## config.mk

```make
export PLATFORM = sky130hd
export DESIGN_NAME = adc_seq_ctrl
export DESIGN_NICKNAME = d
export VERILOG_FILES = /design/src/rtl/adc_seq_pkg.sv /design/src/rtl/adc_seq_fifo.sv /design/src/rtl/adc_seq_ctrl.sv
export SDC_FILE = /design/constraint.sdc
export NUM_CORES = 1
export LEC_CHECK = 0
export CAP_MARGIN = 0
export CORE_UTILIZATION = 53
export CTS_CLUSTER_DIAMETER = 150
export DETAILED_ROUTE_END_ITERATION = 8
export PLACE_DENSITY = 0.76
export SKIP_LAST_GASP = 1
export SLEW_MARGIN = 20
export SYNTH_ARGS = -nofsm -noshare
export SYNTH_HDL_FRONTEND = slang
export SYNTH_SLANG_ARGS = --single-unit
```

## constraint.sdc

```tcl
create_clock -name clk -period 2.3 [get_ports clk]
set_clock_uncertainty 0.1 [all_clocks]
set_input_delay 0.23 -clock clk [delete_from_list [all_inputs] [get_ports clk]]
set_output_delay 0.23 -clock clk [all_outputs]
set_load 0.01 [all_outputs]
```

## src/rtl/adc_seq_pkg.sv

```systemverilog
// ---------------------------------------------------------------------------
// adc_seq_pkg
//   Shared definitions for the ADC burst sequencer: ADC code width, the
//   sequencer state encoding and the accumulator sizing helper.
// ---------------------------------------------------------------------------
package adc_seq_pkg;

    localparam int ADC_BITS = 6;

    typedef enum logic [1:0] {
        IDLE = 2'd0,
        WAKE = 2'd1,
        ACQ  = 2'd2
    } adc_seq_state_t;

    // Summing 2^avg_log2 codes of ADC_BITS each needs avg_log2 extra bits.
    function automatic int acc_width(input int avg_log2);
        return ADC_BITS + avg_log2;
    endfunction

endpackage

```

## src/rtl/adc_seq_fifo.sv

```systemverilog
// ---------------------------------------------------------------------------
// adc_seq_fifo
//   Synchronous FIFO holding averaged ADC words until the consumer takes them.
//   Ports:
//     clk, rst      clock, asynchronous active-high reset (empties the FIFO)
//     push, din     write request and data; ignored when full unless a pop
//                   happens in the same cycle
//     pop           read request; ignored when empty
//     full, empty   occupancy flags derived from the pointers
//     head          word at the read pointer
// ---------------------------------------------------------------------------
module adc_seq_fifo #(
    parameter int WIDTH = 6,
    parameter int DEPTH = 4
) (
    input  logic             clk,
    input  logic             rst,
    input  logic             push,
    input  logic             pop,
    input  logic [WIDTH-1:0] din,
    output logic             full,
    output logic             empty,
    output logic [WIDTH-1:0] head
);

    localparam int AW = $clog2(DEPTH);
    localparam logic [AW:0] PTR_ONE = 1;

    // Pointers carry one extra bit so full and empty can be told apart.
    logic [AW:0]      wr_ptr;
    logic [AW:0]      rd_ptr;
    logic [WIDTH-1:0] mem [DEPTH];
    logic             do_push;
    logic             do_pop;

    assign empty   = (wr_ptr == rd_ptr);
    assign full    = (wr_ptr[AW] != rd_ptr[AW]) &&
                     (wr_ptr[AW-1:0] == rd_ptr[AW-1:0]);
    assign do_pop  = pop && !empty;
    // A pop in the same cycle frees the slot the push is about to use.
    assign do_push = push && (!full || do_pop);
    assign head    = mem[rd_ptr[AW-1:0]];

    always_ff @(posedge clk or posedge rst) begin
        if (rst) begin
            wr_ptr <= '0;
            rd_ptr <= '0;
            // NOTE: the storage is reset so head reads 0 out of reset; it is
            // only DEPTH small words, so a reset on each entry is affordable.
            for (int i = 0; i < DEPTH; i++) begin
                mem[i] <= '0;
            end
        end else begin
            // NOTE: non-blocking assignments here so every register samples
            // pre-edge values regardless of statement order.
            if (do_push) begin
                mem[wr_ptr[AW-1:0]] <= din;
                wr_ptr              <= wr_ptr + PTR_ONE;
            end
            if (do_pop) begin
                rd_ptr <= rd_ptr + PTR_ONE;
            end
        end
    end

endmodule

```

## src/rtl/adc_seq_ctrl.sv

```systemverilog
// ---------------------------------------------------------------------------
// adc_seq_ctrl
//   Burst sequencer for the 6-bit flash ADC: wakes the ADC, waits for it to
//   settle, block-averages 2^AVG_LOG2 codes per output word, queues words in
//   a FIFO and powers the ADC back down at the end of the burst.
//   Ports:
//     clk, rst        clock shared with the ADC, async active-high reset
//     start, stop     one-cycle burst request / abort (stop wins over start)
//     burst_len       words per burst, 0 = run until stop
//     adc_pd          ADC power-down (1 = powered down)
//     adc_code        ADC output code, sampled every cycle in ACQ
//     out_data/out_valid/out_ready   result stream from the FIFO head
//     busy, done      sequencer active / one-cycle end-of-burst pulse
//     overflow        sticky: a word was dropped because the FIFO was full
// ---------------------------------------------------------------------------
module adc_seq_ctrl
    import adc_seq_pkg::*;
#(
    parameter int WAKE_CYC   = 8,
    parameter int AVG_LOG2   = 2,
    parameter int FIFO_DEPTH = 4
) (
    input  logic                clk,
    input  logic                rst,
    input  logic                start,
    input  logic                stop,
    input  logic [7:0]          burst_len,
    output logic                adc_pd,
    input  logic [ADC_BITS-1:0] adc_code,
    output logic [ADC_BITS-1:0] out_data,
    output logic                out_valid,
    input  logic                out_ready,
    output logic                busy,
    output logic                done,
    output logic                overflow
);

    localparam int ACC_W = acc_width(AVG_LOG2);
    localparam int SC_W  = (AVG_LOG2 > 0) ? AVG_LOG2 : 1;
    localparam logic [SC_W-1:0] SAMP_LAST = SC_W'((1 << AVG_LOG2) - 1);
    localparam logic [SC_W-1:0] SC_ONE    = 1;
    localparam logic [7:0]      WAKE_LAST = 8'(WAKE_CYC - 1);

    adc_seq_state_t state;
    adc_seq_state_t next_state;

    logic [7:0]          wake_cnt;
    logic [7:0]          word_cnt;
    logic [7:0]          len_q;
    logic [SC_W-1:0]     samp_cnt;
    logic [ACC_W-1:0]    acc;
    logic [ACC_W-1:0]    sum;
    logic                push_q;
    logic [ADC_BITS-1:0] push_data_q;

    logic start_acc;
    logic sample_last;
    logic last_word;
    logic fifo_full;
    logic fifo_empty;
    logic pop;
    logic pd_d;
    logic busy_d;
    logic done_d;

    assign start_acc   = (state == IDLE) && start && !stop;
    assign sample_last = (samp_cnt == SAMP_LAST);
    assign sum         = acc + ACC_W'(adc_code);
    assign last_word   = sample_last && (len_q != 8'd0) &&
                         (word_cnt == len_q - 8'd1);
    assign out_valid   = !fifo_empty;
    assign pop         = out_valid && out_ready;

    // State register plus registered outputs, which trail the state by one
    // cycle.
    always_ff @(posedge clk or posedge rst) begin
        if (rst) begin
            state  <= IDLE;
            adc_pd <= 1'b1;
            busy   <= 1'b0;
            done   <= 1'b0;
        end else begin
            state  <= next_state;
            adc_pd <= pd_d;
            busy   <= busy_d;
            done   <= done_d;
        end
    end

    always_comb begin
        // NOTE: default first so every path assigns next_state and no latch
        // is inferred.
        next_state = state;
        case (state)
            IDLE: if (start_acc) next_state = WAKE;
            WAKE: begin
                if (stop) begin
                    next_state = IDLE;
                end else if (!adc_pd && wake_cnt == WAKE_LAST) begin
                    next_state = ACQ;
                end
            end
            ACQ:  if (stop || last_word) next_state = IDLE;
            default: next_state = IDLE;
        endcase
    end

    // busy still reflects the previous state, so IDLE with busy high is the
    // first cycle after a burst ended: that is exactly where done pulses.
    always_comb begin
        pd_d   = (state == IDLE);
        busy_d = (state != IDLE);
        done_d = (state == IDLE) && busy;
    end

    // Wake timing, averaging, word counting and overflow tracking.
    always_ff @(posedge clk or posedge rst) begin
        if (rst) begin
            wake_cnt    <= '0;
            word_cnt    <= '0;
            len_q       <= '0;
            samp_cnt    <= '0;
            acc         <= '0;
            push_q      <= 1'b0;
            push_data_q <= '0;
            overflow    <= 1'b0;
        end else begin
            push_q <= 1'b0;

            if (start_acc) begin
                len_q    <= burst_len;
                word_cnt <= '0;
            end

            // Settling time is counted only once adc_pd is actually low.
            if (state != WAKE) begin
                wake_cnt <= '0;
            end else if (!adc_pd) begin
                wake_cnt <= wake_cnt + 8'd1;
            end

            if (state == ACQ) begin
                if (sample_last) begin
                    // A push due on the stop cycle is still taken.
                    push_q      <= 1'b1;
                    push_data_q <= sum[ACC_W-1:AVG_LOG2];
                    acc         <= '0;
                    samp_cnt    <= '0;
                    word_cnt    <= word_cnt + 8'd1;
                end else if (stop) begin
                    acc      <= '0;
                    samp_cnt <= '0;
                end else begin
                    acc      <= sum;
                    samp_cnt <= samp_cnt + SC_ONE;
                end
            end else begin
                acc      <= '0;
                samp_cnt <= '0;
            end

            if (start_acc) begin
                overflow <= 1'b0;
            end
            if (push_q && fifo_full && !pop) begin
                overflow <= 1'b1;
            end
        end
    end

    adc_seq_fifo #(
        .WIDTH (ADC_BITS),
        .DEPTH (FIFO_DEPTH)
    ) u_fifo (
        .clk   (clk),
        .rst   (rst),
        .push  (push_q),
        .pop   (pop),
        .din   (push_data_q),
        .full  (fifo_full),
        .empty (fifo_empty),
        .head  (out_data)
    );

endmodule

```

==> summary.md <==
| Metric | Value |
|---|---|
| Status | `finished, final reports clean` |
| Worst reg2reg path depth | `7` |
| Synth Register Bits | `77` |
| Synthesized area per cell | `11.28 um^2` |
| DRT Wirelength | `7190 um` |
| DRT iter0 DRCs | `90` |
| P&R area growth vs syn | `16.07%` |
| Post-layout util | `65.02%` |
| PortBufs | `29` |
| Leakage power | `~2.2 nW` |
| Die Span X | `approximately 87 um` |
| CP Capture Type | `primary output` |
| Final Critical Period | `2.227 ns` |
| # diodes | `0` |
| Drt pass-1 iters | `4` |
| Max-slew violation count | `0` |
| Clock Latency Late Sink | `0.35 ns` |
| Vias in the first global route | `2639` |
| Share of cells above drive strength 1 | `13.05%` |
| Syn nets | `378` |
| Remaining DRCs | `0` |
| EDFF count, synth | `0` |
| Post_cts resized | `1` |
| Drt wl/cell | `15.01 um` |
| Period utilization | `96.84%` |
| Die area | `approximately 7600 um^2` |
| First-pass GRT wire length | `12420 um` |
| Worst hold path class | `input port to async pin` |
| CTS Sinks | `slightly below 80` |
| Setup Crit Path Kind | `register to primary output` |
| Crit start category | `register` |
| Worst setup margin | `0.07279 ns` |
| Synth unique cells | `53` |
| Maximum clock insertion buffer count | `2` |
| Prevailing post-synth register cell | `dfrtp_1` |
| Post-synthesis cell area | `slightly below 4000 um^2` |
| Final #Nets | `413` |
| Top cells by area, synth | `dfrtp_1 49%, mux2_1 4.9%, ha_1 4.9%` |
| Global Route Usage Sum | `21.40%` |
| Synth Instances | `343` |
| Initial Utilization | `56.01%` |
| Leading area contributor after synthesis | `dfrtp_1` |
| YS warnings | `0` |
| Synth top area share | `49.16%` |
| Worst-Margin Slew | `~0.54 ns` |
| Hold Vio Cnt, Final | `0` |
| CP required | `1.97 ns` |
| Largest net degree at the start of global routing | `33` |
| CTS Hold Bufs | `0` |
| Seq/Total Area, Yosys | `49.84%` |
| Power per cell area | `685.0 nW/um^2` |
| Core Region | `6907 um^2` |
| Number of max-cap violations | `0` |
| Largest stage delay on the critical path | `0.50 ns` |
| Detail Route Antenna Nets | `0` |
| Setup TNS | `0 ns` |
| FMAX | `449.0 MHz` |
| Via count | `2670` |
| DR vias/cell | `5.574` |
| H-tree Lvls | `3` |
| WP data arrival | `about 1.9 ns` |
| CTS Buf Count | `9` |
| Root buffer cell | `clkbuf_8` |
| Reg clk slew, reported paths | `0.08 ns` |
| Die H | `87.44 um` |
| Synth async-reset ratio | `100.0%` |
| Final setup vio count | `0` |
| Total congestion overflow | `0` |
| Routability Congestion | `0.7849` |
| I/O pin total | `30` |
| Initial antenna violation count | `0` |
| CTS tree | `yes` |
| Std-Cell Rows | `30` |
| Crit path max-delay cell type | `mux4_2` |
| Relative slew slack | `63.78%` |
| Placed wire-length estimate | `~5000 um` |
| Maximum VDD drop | `0.0003733 V` |
| Worst path cell trace | `buf_6 -> mux4_2 -> clkdlybuf4s50_1` |
| Worst-path fanout max | `8` |
| Setup slack at placement | `-0.1487 ns` |
| Setup Buffers After CTS | `0` |
## cells by family after synthesis
family,share of synthesized area (%)
adders and majority gates,5.369
muxes,11.55
DFF,49.84
and+or+nand+nor,15.04
xor gates and xnor gates,6.565
AOI/OAI and AO/OA,8.571
buffers and inverters,3.072
## state kept, by name, summed over array words and instances, names as in the netlist
signal         cells
push_q             1
push_data_q        6
overflow           1
done               1
u_fifo.rd_ptr      3
state              2
u_fifo.wr_ptr      3
wake_cnt           8
u_fifo.mem        24
adc_pd             1
len_q              8
acc                8
busy               1
word_cnt           8
samp_cnt           2
## where the power goes
| group | leakage (nW) | internal (mW) | total, mW | switching, mW |
|---|---|---|---|---|
| logic | 1.05 | 0.276 | 0.547 | 0.271 |
| registers | 1.01 | 1.42 | 1.50 | 0.0777 |
| clock network | 0.102 | 0.529 | 1.03 | 0.502 |
| total | 2.16 | 2.22 | 3.08 | 0.851 |
## layer usage
metal,GRT usage [%],vias to the layer above,part of all wire [%]
met5,0,-,0
met4,9.091,0,1.9
met3,3.507,14,2.2
met2,33.38,42,47
met1,29.76,1339,48
li1,-,1275,-
## cell type report
type / count / area (um^2)
fill: 571 / 2416
sequential: 77 / 1928
multi-input combinational: 242 / 1831
timing repair buffer: 37 / 371.6
clock buffer: 10 / 137.6
tap: 96 / 120.1
clock inverter: 6 / 61.31
inverter: 11 / 41.29
## cell usage in the layout, fill, tap and decap left out, types with 3 or more instances in the layout
master,count
xnor2_1,18
ha_1,15
a21o_1,4
and3_1,3
and2_1,5
inv_1,10
mux2_1,17
clkdlybuf4s50_1,27
nor4_1,3
dfrtp_1,76
nand2_2,4
clkbuf_8,10
mux2_2,8
a21oi_1,6
buf_4,6
mux2i_1,3
o31ai_1,4
o21ai_0,15
clkinv_2,3
nand2_1,36
or3_1,4
nor2_1,25
mux4_2,6
nand3_1,8
xor2_1,11
nand4_1,8
## final timing paths
check / startpoint / end / slack (ns)
min in group clk: burst_len[7] / len_q[7] / 0.30
max in group asynchronous: rst / push_data_q[1] / 1.28
worst min-delay path: rst / done / 0.09
worst max register to register: acc[0] / push_data_q[4] / 0.12
worst min register to register: samp_cnt[0] / samp_cnt[0] / 0.35
worst max-delay path: u_fifo.rd_ptr[0] / out_data[2] / 0.07
## cell usage after synthesis (5+ instances only)
library cell   n
o21ai_0       15
a21oi_1        6
clkbuf_1       6
xor2_1        11
dfrtp_1       76
and2_1         5
nand4_1        8
mux2_2         8
nor2_1        25
nand2_1       36
nand3_1        8
ha_1          15
mux2_1        17
inv_1         11
mux4_2         6
xnor2_1       18
## metrics by stage
stage | area, um^2 | hold slack [ns] | cells | total power, mW
2_1_floorplan | 3869 | 0.2294 | 343 | 1.915
3_3_place_gp | 4274 | 0.3198 | 463 | 2.045
3_5_place_dp | 4274 | 0.3396 | 463 | 2.070
4_1_cts | 4477 | 0.1054 | 479 | 3.104
5_1_grt | 4491 | 0.1434 | 479 | 3.232
6_report | 4491 | 0.09274 | 479 | 3.076
## critical path, delay by kind of cell, from the launching register on
kind     cells  cell delay [ns]
mux          1             0.50
buf+inv      2             0.66
flops        1             0.38
Note: power is estimated with default switching activity, not from simulation.
